$ cat src/rtl/keypad_pkg.sv
// Shared types, constants and helpers for the 4x4 keypad scanner.
package keypad_pkg;

  typedef enum logic [1:0] {
    SCAN     = 2'd0,
    PRESS_DB = 2'd1,
    HELD     = 2'd2
  } state_t;

  localparam int NUM_ROWS = 4;
  localparam int NUM_COLS = 4;

  localparam logic [NUM_ROWS-1:0] ROW_IDLE = 4'b1111;

  // Active-low one-hot drive pattern for the given row.
  function automatic logic [NUM_ROWS-1:0] row_drive(input logic [1:0] row);
    return ~(4'b0001 << row);
  endfunction

  // Index of the lowest column pulled low; only meaningful when some column is low.
  function automatic logic [1:0] lowest_zero(input logic [NUM_COLS-1:0] cols);
    logic [1:0] idx;
    idx = 2'd0;
    for (int c = NUM_COLS - 1; c >= 0; c--) begin
      if (!cols[c]) idx = 2'(c);
    end
    return idx;
  endfunction

endpackage

$ cat src/rtl/keypad_sync.sv
// Two-flop synchronizer for a bus of independent asynchronous level signals.
module keypad_sync
  import keypad_pkg::*;
#(
  parameter int               WIDTH       = NUM_COLS,
  parameter logic [WIDTH-1:0] RESET_VALUE = '1
) (
  input  logic             clock,
  input  logic             reset,
  input  logic [WIDTH-1:0] data,
  output logic [WIDTH-1:0] synced
);

  logic [WIDTH-1:0] meta;

  // Shift the raw input through two flops; the first may go metastable.
  always_ff @(posedge clock) begin
    // NOTE: non-blocking assignments here so both flops sample the pre-edge values;
    // blocking would collapse the chain into a single stage.
    if (reset) begin
      meta   <= RESET_VALUE;
      synced <= RESET_VALUE;
    end else begin
      meta   <= data;
      synced <= meta;
    end
  end

endmodule

$ cat src/rtl/keypad_scanner.sv
// 4x4 keypad scanner: row scanning, press/release debounce, valid/ack key output.
module keypad_scanner #(
  parameter int SCAN_TICKS     = 50000,
  parameter int DEBOUNCE_TICKS = 500000
) (
  input  logic       clock,
  input  logic       reset,
  input  logic [3:0] col_in,
  input  logic       key_ack,
  output logic [3:0] row_out,
  output logic       key_valid,
  output logic [3:0] key_code,
  output logic       key_pressed,
  output logic       overrun
);

  import keypad_pkg::*;

  localparam int TICK_W = $clog2(SCAN_TICKS);
  localparam int DB_W   = $clog2(DEBOUNCE_TICKS);

  localparam logic [TICK_W-1:0]   TICK_LAST = TICK_W'(SCAN_TICKS - 1);
  localparam logic [DB_W-1:0]     DB_LAST   = DB_W'(DEBOUNCE_TICKS - 1);
  localparam logic [NUM_COLS-1:0] COL_IDLE  = '1;

  state_t              state, state_next;
  logic [1:0]          row_idx, row_next;
  logic [TICK_W-1:0]   tick, tick_next;
  logic [DB_W-1:0]     db_cnt, db_next;
  logic [NUM_COLS-1:0] cand, cand_next;
  logic [NUM_COLS-1:0] col_s;
  logic                accept, release_key;

  logic [NUM_ROWS-1:0] row_out_next;
  logic                valid_next, pressed_next, overrun_next;
  logic [3:0]          code_next;

  keypad_sync #(.WIDTH(NUM_COLS), .RESET_VALUE(COL_IDLE)) u_col_sync (
    .clock  (clock),
    .reset  (reset),
    .data   (col_in),
    .synced (col_s)
  );

  // State register: FSM state, scan position, dwell/debounce counters, candidate pattern.
  always_ff @(posedge clock) begin
    if (reset) begin
      state   <= SCAN;
      row_idx <= 2'd0;
      tick    <= '0;
      db_cnt  <= '0;
      cand    <= COL_IDLE;
    end else begin
      state   <= state_next;
      row_idx <= row_next;
      tick    <= tick_next;
      db_cnt  <= db_next;
      cand    <= cand_next;
    end
  end

  // Next-state logic: scan dwell, press debounce, release debounce.
  always_comb begin
    // NOTE: every signal gets a default up front so no path leaves it unassigned,
    // which would otherwise infer a latch.
    state_next  = state;
    row_next    = row_idx;
    tick_next   = tick;
    db_next     = db_cnt;
    cand_next   = cand;
    accept      = 1'b0;
    release_key = 1'b0;

    unique case (state)
      SCAN: begin
        // Sample only on the last dwell cycle so the row and synchronizer have settled.
        if (tick == TICK_LAST) begin
          tick_next = '0;
          if (col_s == COL_IDLE) begin
            row_next = row_idx + 2'd1;
          end else begin
            cand_next  = col_s;
            db_next    = '0;
            state_next = PRESS_DB;
          end
        end else begin
          tick_next = tick + TICK_W'(1);
        end
      end

      PRESS_DB: begin
        if (col_s == cand) begin
          if (db_cnt == DB_LAST) begin
            accept     = 1'b1;
            db_next    = '0;
            state_next = HELD;
          end else begin
            db_next = db_cnt + DB_W'(1);
          end
        end else begin
          // Pattern changed before it was stable long enough: rescan the same row.
          tick_next  = '0;
          state_next = SCAN;
        end
      end

      HELD: begin
        if (col_s == COL_IDLE) begin
          if (db_cnt == DB_LAST) begin
            release_key = 1'b1;
            db_next     = '0;
            tick_next   = '0;
            row_next    = row_idx + 2'd1;
            state_next  = SCAN;
          end else begin
            db_next = db_cnt + DB_W'(1);
          end
        end else begin
          db_next = '0;
        end
      end

      default: state_next = SCAN;
    endcase
  end

  // Output logic: next values of the registered outputs, acceptance overriding ack.
  always_comb begin
    row_out_next = row_drive(row_idx);
    valid_next   = key_valid;
    code_next    = key_code;
    pressed_next = key_pressed;
    overrun_next = overrun;

    if (key_valid && key_ack) valid_next = 1'b0;

    if (accept) begin
      valid_next   = 1'b1;
      pressed_next = 1'b1;
      // An unconsumed code is kept; the lost press is flagged instead.
      if (key_valid && !key_ack) overrun_next = 1'b1;
      else                       code_next    = {row_idx, lowest_zero(cand)};
    end

    if (release_key) pressed_next = 1'b0;
  end

  // Output register.
  always_ff @(posedge clock) begin
    if (reset) begin
      row_out     <= ROW_IDLE;
      key_valid   <= 1'b0;
      key_code    <= 4'd0;
      key_pressed <= 1'b0;
      overrun     <= 1'b0;
    end else begin
      row_out     <= row_out_next;
      key_valid   <= valid_next;
      key_code    <= code_next;
      key_pressed <= pressed_next;
      overrun     <= overrun_next;
    end
  end

endmodule

$ cat config.mk
export PLATFORM = sky130hd
export DESIGN_NAME = keypad_scanner
export DESIGN_NICKNAME = d
export VERILOG_FILES = /design/src/rtl/keypad_pkg.sv /design/src/rtl/keypad_sync.sv /design/src/rtl/keypad_scanner.sv
export SDC_FILE = /design/constraint.sdc
export NUM_CORES = 1
export LEC_CHECK = 0
export ABC_AREA = 1
export CORE_ASPECT_RATIO = 1.25
export CORE_UTILIZATION = 29
export CTS_CLUSTER_DIAMETER = 30
export DETAILED_ROUTE_END_ITERATION = 12
export GPL_TIMING_DRIVEN = 1
export PLACE_DENSITY = 0.5
export SKIP_LAST_GASP = 1
export SYNTH_ARGS = -nofsm -noshare
export SYNTH_HDL_FRONTEND = slang
export SYNTH_SLANG_ARGS = --single-unit
$ cat constraint.sdc
create_clock -name clock -period 2.2 [get_ports clock]
set_input_delay 0.66 -clock clock [delete_from_list [all_inputs] [get_ports clock]]
set_output_delay 0.66 -clock clock [all_outputs]
set_load 0.03 [all_outputs]
Yosys cells after proc, flatten, opt, wreduce, memory -nomap -nowiden. Cells that the tools add are included.

Bits in registers: 62. Output and inout bits: 11. Word-level logic and storage cells: 82.

$add $sub $neg: 3. Equality and inequality tests: 14. Shifts and indexed selects: 1. Muxes and demuxes: 34. Bitwise logic cells: 3. Reductions and logical operators: 15.

Operator list (number): $mux W19 (5); $mux W16 (4); $pmux W19 S3 (1); $pmux W16 S3 (1); $mux W2 (14); $add A19 B1 Y19 const B (1); $eq A19 B19 Y1 const B (1); $add A16 B1 Y16 const B (1); $eq A16 B16 Y1 const B (1); $ne A2 B2 Y1 const B (7); $reduce_and A5 Y1 (2); $reduce_and A4 Y1 (2); $mux W1 (7); $pmux W2 S3 (1); $eq A4 B4 Y1 (1); $eq A4 B4 Y1 const B (1); $not A4 Y4 (1); $pmux W2 S2 (1); $reduce_and A2 Y1 (2); $reduce_bool A2 Y1 (2); $shl A1 B2 Y4 const A (1); $ne A3 B3 Y1 const B (1); $reduce_and A3 Y1 (1); $reduce_bool A3 Y1 (1); other kinds (8) (10).

Longest topological paths before layout. Gate-level depths: netlist of run 1.

Depth in word-level cells: 5. Gate-level depth with buffers: 12.

Cells and area by module. From an unflattened synthesis of run 1, not the netlist that was laid out.

Cells, all modules: 593. Area total of the unflattened synthesis: 3659.8 µm².

By module, submodules not included: keypad_scanner (times used 1, cells each 568, area each 3435.8 µm²); keypad_sync (times used 1, cells each 25, area each 224.0 µm²).

Worst setup path after synthesis of run 1. OpenSTA, ideal clock, no wires.

Path type: reg2reg. Start: reg tick[0]. End: reg db_cnt[16]. Arrival: 1.574 ns. Required time: 2.089 ns. Path slack: 0.515 ns. Stages on the path, launching flop included: 12. Buffers on the path: 1. Clock period less this slack: 1.685 ns. Path through: dfxtp_1 ha_1 nand3_1 nor2_2 nand2_4 nand2_4 nand2_4 nor2_8 buf_6 o21ai_0 nand2_1 nor2_1.

Cells in the longest elaborated chain, start to end: 3.

RTL lines: start: declaration (line keypad_scanner.sv:28) `logic [TICK_W-1:0] tick, tick_next;`; start signal: assignment (line keypad_scanner.sv:56) `tick <= tick_next;`; $eq A16 B16 Y1 (line keypad_scanner.sv:77) `if (tick == TICK_LAST) begin`; $ne A2 B2 Y1 (no source line); $reduce_and A4 Y1 (no source line); end signal: assignment (line keypad_scanner.sv:57) `db_cnt <= db_next;`; end: declaration (line keypad_scanner.sv:29) `logic [DB_W-1:0] db_cnt, db_next;`.

No other way between the ends. A chain may end at the register's enable or synchronous reset.

Final worst setup path of run 1.
Start: reg key_pressed. End: out key_pressed.

RTL lines: start: declaration (line keypad_scanner.sv:13) `output logic key_pressed,`; start signal: assignment (line keypad_scanner.sv:160) `key_pressed <= pressed_next;`.

No word-level cell between the ends.

==> key figures, run 1 <==
Run status
  – Status: finished clean

Layout
  – Fraction of layout cells with a size suffix above 1: a little under a tenth
  – Most frequent cells in the layout: nand2_1 (167), nor2_1 (85), dfxtp_1 (62)
  – Area of the multi-input gates: between 2000 and 2500 um^2
  – Commonest non-fill, non-tap cell in the layout: nand2_1
  – Final net count: just under 600
  – Fill cells: ~1.3k
  – Area grow syn2layout: 18.2%
  – Register area: roughly 1200 um^2
  – N_diodes: 0

Worst setup path
  – Critical path type: flip-flop to output pin
  – Req. time, crit path: 1.54 ns
  – CP Capture Type: output pin
  – Startpoint Class: flip-flop
  – WP depth: 1
  – Cell at the slowest stage of the critical path: clkdlybuf4s50_1
  – Worst R2R Path Depth: 9
  – Critical-path cell list: clkdlybuf4s50_1
  – CP delay by family, top: buffers and inverters
  – Critical path buffer and inverter count: 1
  – Worst-path fanout max: 2
  – CP max stage delay: about 0.69 ns
  – Worst Path Arrival: approximately 1.4 ns

CTS
  – Htree depth: 3
  – Reg clk slew, reported paths: roughly 0.060 ns
  – Hold_buf cts: 0
  – Clock Latency Late Sink: between 0.3 and 0.4 ns
  – CTS tree: done
  – Clock root buffer: clkbuf_16
  – Post-CTS Setup Inserts: 0
  – Post-CTS Resized: 0
  – Clock Path Buffers: 2
  – Inserted Clock Buffers: 9
  – TritonCTS Sinks: 62

Route
  – DR iter-0 viols: a little over 90
  – 1st-pass router iterations: 4
  – Vias: approximately 3.4k
  – Via density: 4.60
  – Post-route DRC: 0
  – Avg WL per Cell: between 10 and 15 um
  – Final WL: around 8.7 mm
  – Post-route ant nets: 0

Global routing
  – Vias in the first global route: 3251
  – GRT overflow: 0
  – Pin count of the biggest net entering global routing: 36
  – Initial antenna violation count: 0
  – GRT Overall Usage: between 10 and 15%
  – First-pass GRT wire length: 14.7 mm

Synth
  – Post-Syn Area: 3570 um^2
  – Top cell type's share of synthesized area: between 30% and 40%
  – Sequential area share after synthesis: approximately a third
  – Synth top area cells: dfxtp_1 (35%), nand2_1 (18%), nor2_1 (8.9%)
  – Syn nets: approximately 570
  – Synthesis Warnings: 0
  – Cells after Synth: ~550
  – Mapped Avg Cell Area: between 6 and 7 um^2
  – Post-synth cell types: 32
  – Yosys reg bits: 62
  – Area leader, netlist: dfxtp_1

Timing
  – Final period util: between 90% and 100%
  – Setup Skew: ~0.006 ns
  – Final min period: between 2 and 2.5 ns
  – Setup violation total in the final timing report: 0
  – TNS Setup: 0 ns
  – Max_slew headroom: between 50% and 60%
  – Worst slew pin tran: ~0.61 ns
  – Slew Viols, Final: 0
  – Fmax: roughly 490 MHz
  – Unrepaired setup endpoints after global routing: no
  – Final hold viol count: 0

Placed design
  – GP Congestion: just under 0.9
  – Port bufs: 17
  – DP HPWL: just over 6 mm

Power and ir drop
  – Overall Power: about 2500 uW
  – Maximum vdd ir drop: 0.272 mV
  – Leak pwr: 0.00168 uW
  – Pwr dens: around 600 nW/um^2

Die
  – Std cell rows: 44
  – Die Wd: ~100 um
  – Initial core utilization: a little under a third
  – Die ar.: 12800 um^2
  – Die Span Y: between 100 and 150 um
  – I/O pin count: 18
  – Core Area: 11800 um^2

Hold path
  – Hold WC Path Type: flip-flop to flip-flop
  – Hold path cells: 1

Flow run
  – Max Cap Violations: 0
## per-layer routing
metal  part of all wire [%]  vias to the layer above  track usage, %
li1                       -                     1793               -
met1                     48                     1569            17.9
met2                     47                       42            23.9
met3                    2.4                       13            2.83
met4                    1.9                        0            6.14
met5                      0                        -               0
## synth_stat cells
cell	instances
nand4_1	6
dfxtp_1	62
clkinv_1	1
inv_1	59
a211oi_1	1
nand3_1	45
o21ai_4	1
nand2_2	2
a21oi_1	35
nor3b_1	2
buf_2	2
a21oi_4	1
nand3b_1	1
or2_2	8
nor2_4	1
o211ai_1	6
xor2_1	8
nand3_2	2
nor3_2	2
o21ai_0	10
buf_6	3
o21a_1	2
ha_1	10
nor2_1	85
nor2_2	3
inv_2	4
o21bai_1	3
nor2_8	1
nand2_1	167
nor3_1	9
nand2_4	4
clkbuf_1	8
## per-stage QoR
| stage | hold WS [ns] | instances | instance area (um^2) | setup WS, ns | util [%] |
|---|---|---|---|---|---|
| 5_1_grt | 0.412 | 743 | 4220 | 0.0706 | 35.8 |
| 2_1_floorplan | 0.389 | 554 | 3570 | 0.515 | - |
| 3_3_place_gp | 0.391 | 726 | 3940 | 0.243 | 33.4 |
| 3_5_place_dp | 0.393 | 726 | 3940 | 0.164 | 33.4 |
| 4_1_cts | 0.406 | 742 | 4210 | 0.150 | 35.7 |
| 6_report | 0.406 | 743 | 4220 | 0.175 | 35.8 |
## cells by family after synthesis
kind of cell | share of synthesized area (%)
AOI/OAI and AO/OA | 9.74
adders and majority gates | 3.50
buffers and inverters | 8.79
xor gates and xnor gates | 1.96
DFF | 34.7
and+or+nand+nor | 41.3
## worst paths after layout
kind                                               startpoint                         endpoint  slack, ns
worst max-delay path                 key_pressed$_SDFFE_PP0P_                      key_pressed       0.17
worst min-delay path            u_col_sync.meta[3]$_SDFF_PP1_  u_col_sync.synced[3]$_SDFF_PP1_       0.41
worst max register to register           tick[0]$_SDFFE_PP0P_           db_cnt[3]$_SDFFE_PP0P_       0.22
worst min register to register  u_col_sync.meta[3]$_SDFF_PP1_  u_col_sync.synced[3]$_SDFF_PP1_       0.41
## area by class of cell
cell class	count	share of cell area (%)
multi-input combinational	416	48.0
sequential	62	29.4
inverter	64	5.69
timing repair buffer	24	5.57
clock buffer	9	5.33
tap	161	4.77
clock inverter	7	1.19
## sequential cells by signal, summed over array words and instances (netlist names)
name               count
cand                   4
db_cnt                19
key_code               4
key_pressed            1
key_valid              1
overrun                1
row_idx                2
row_out                4
state                  2
tick                  16
u_col_sync.meta        4
u_col_sync.synced      4
## report_power, final
part / leakage [uW] / internal, uW / switching (uW)
sequential: 0.000502 / 1140 / 8.16
clock: 0.000128 / 763 / 544
combinational: 0.00105 / 37.1 / 48.4
total: 0.00168 / 1940 / 601
Note: power is estimated with default switching activity, not from simulation.
==> run 2, diff against run 1 <==
--- a/config.mk
+++ b/config.mk
@@ -11,7 +11,8 @@
 export CTS_CLUSTER_DIAMETER = 30
 export DETAILED_ROUTE_END_ITERATION = 12
 export GPL_TIMING_DRIVEN = 1
-export PLACE_DENSITY = 0.5
+export MAX_ROUTING_LAYER = met4
+export REMOVE_ABC_BUFFERS = 1
 export SKIP_LAST_GASP = 1
 export SYNTH_ARGS = -nofsm -noshare
 export SYNTH_HDL_FRONTEND = slang
==> key figures, run 2 (synthesized netlist as in run 1, its figures left out) <==
Timing
  – Final period util: 91.3%
  – Unrepaired setup endpoints after global routing: no
  – Worst slew pin tran: between 0.6 and 0.7 ns
  – TNS Setup: 0 ns
  – Slew Viols, Final: 0
  – Setup violation total in the final timing report: 0
  – Fmax: 498 MHz
  – Setup Skew: approximately 0.0063 ns
  – Final min period: around 2 ns
  – Max_slew headroom: around 57%
  – Final hold viol count: 0

Route
  – 1st-pass router iterations: 5
  – Via density: 4.65
  – Avg WL per Cell: roughly 11 um
  – Vias: between 3k and 4k
  – DR iter-0 viols: ~140
  – Post-route ant nets: 0
  – Post-route DRC: 0
  – Final WL: around 8.5 mm

Worst setup path
  – Worst-path fanout max: 2
  – CP max stage delay: slightly below 0.7 ns
  – Worst R2R Start: db_cnt[0]$_SDFFE_PP0P_
  – Req. time, crit path: about 1.5 ns
  – Startpoint Class: flip-flop
  – Worst Path Arrival: approximately 1.4 ns
  – R2r setup slk: 0.31 ns
  – CP Capture Type: output pin
  – Critical path buffer and inverter count: 1
  – Critical path type: flip-flop to output pin
  – CP delay by family, top: buffers and inverters
  – Cell at the slowest stage of the critical path: clkdlybuf4s50_1
  – Worst R2R Path Depth: 9
  – Critical-path cell list: clkdlybuf4s50_1
  – RR Endpoint: tick[0]$_SDFFE_PP0P_

CTS
  – Post-CTS Setup Inserts: 0
  – Inserted Clock Buffers: 9
  – Hold_buf cts: 0
  – TritonCTS Sinks: 62
  – Clock Path Buffers: 2
  – Clock root buffer: clkbuf_16
  – CTS tree: done
  – Htree depth: 3
  – Reg clk slew, reported paths: about 0.050 ns
  – Clock Latency Late Sink: about 0.33 ns
  – Post-CTS Resized: 0

Power and ir drop
  – Gate power share: 3.2%
  – Net switching power: between 500 and 600 uW
  – Leak pwr: roughly 0.0017 uW
  – Int Pwr: 2120 uW
  – Sequential share of power: 42.6%
  – Sw frac: approximately a fifth
  – Clk network pwr share: 54.2%
  – Overall Power: 2690 uW
  – Pwr dens: approximately 630 nW/um^2
  – Maximum vdd ir drop: 0.314 mV

Layout
  – Fraction of layout cells with a size suffix above 1: a little under a tenth
  – Top reg by flops: db_cnt
  – Final net count: 598
  – Biggest regs: db_cnt x19, tick x16
  – Commonest non-fill, non-tap cell in the layout: nand2_1
  – Max FFs per register: 19
  – Most frequent cells in the layout: nand2_1 (167), nor2_1 (85), dfxtp_1 (62)
  – Fill cells: 1316
  – N_diodes: 0
  – Area grow syn2layout: 20.3%

Die
  – I/O pin count: 18
  – Core Area: approximately 12000 um^2
  – Initial core utilization: approximately 30%
  – Die ar.: about 13000 um^2
  – Die Span Y: about 130 um
  – Std cell rows: between 40 and 50
  – Die Wd: ~100 um

Global routing
  – Pin count of the biggest net entering global routing: 36
  – GR Util met1: 16.6%
  – GR Layer Usage met3: 2.55%
  – Initial antenna violation count: 0
  – First-pass GRT wire length: ~14 mm
  – Vias in the first global route: 3197
  – GRT Overall Usage: approximately 15%
  – GR Layer Usage met2: 24.2%
  – GR peak layer: met2
  – GRT overflow: 0

Placed design
  – Port bufs: 17
  – GP Congestion: roughly 0.94
  – DP HPWL: approximately 6.2 mm

Hold path
  – Worst-case hold path end point: u_col_sync.synced[2]$_SDFF_PP1_
  – Hold path startpoint: u_col_sync.meta[2]$_SDFF_PP1_
  – Hold path cells: 1
  – Hold WC Path Type: flip-flop to flip-flop

Flow run
  – Max Cap Violations: 0

Run status
  – Status: finished clean
==> run 2: cell count changes in the layout (fill, tap and decap cells not counted), sizes merged <==
cell,before,now
buf,7,12
clkbuf,9,12
clkinvlp,3,1
bufinv,0,1
clkinv,4,3
inv,64,63
nor2,91,90
==> run 2: through the flow <==
stage / hold WS, ns / std cells / area [um^2] / worst slack (ns) / util [%]
after floorplan: 0.389 / 541 / 3500 / 0.458 / -
after global placement: 0.394 / 731 / 3990 / 0.382 / 33.8
after detailed placement: 0.394 / 731 / 3990 / 0.327 / 33.8
after CTS: 0.407 / 747 / 4300 / 0.167 / 36.5
after global routing: 0.423 / 747 / 4300 / 0.125 / 36.5
final: 0.405 / 747 / 4300 / 0.190 / 36.5
==> run 2: worst max path at each step <==
stage,startpoint,to,cells after the start
detailed placement,db_cnt[0]$_SDFFE_PP0P_,tick[0]$_SDFFE_PP0P_,9
finish,key_pressed$_SDFFE_PP0P_,key_pressed,1
CTS,key_pressed$_SDFFE_PP0P_,key_pressed,1
floorplan,tick[0]$_SDFFE_PP0P_,db_cnt[15]$_SDFFE_PP0P_,10
global placement,db_cnt[0]$_SDFFE_PP0P_,tick[10]$_SDFFE_PP0P_,9
global route,tick[0]$_SDFFE_PP0P_,db_cnt[5]$_SDFFE_PP0P_,12
==> run 2: power groups by stage <==
stage	Combinational, uW	Sequential [uW]	Clock, uW
after floorplan	45.2	1170	0
after global placement	85.9	1170	0
after detailed placement	87.5	1170	0
after CTS	88.1	1140	1500
after global routing	97.5	1140	1550
final	86.5	1140	1450
==> run 2: final cells by class <==
class                           count  area, um^2  area share [%]
Clock inverter                      4        55.1            1.28
Inverter                           64         240            5.59
Timing Repair Buffer               29         285            6.64
Clock buffer                       12         256            5.97
Sequential cell                    62        1240            28.9
Tap cell                          161         201            4.69
Multi-Input combinational cell    415        2020            46.9
==> run 2: per-layer routing <==
layer,vias to the layer above,part of all wire [%]
li1,1803,-
met1,1574,46
met2,71,48
met3,24,3.4
met4,0,2.7
met5,-,0
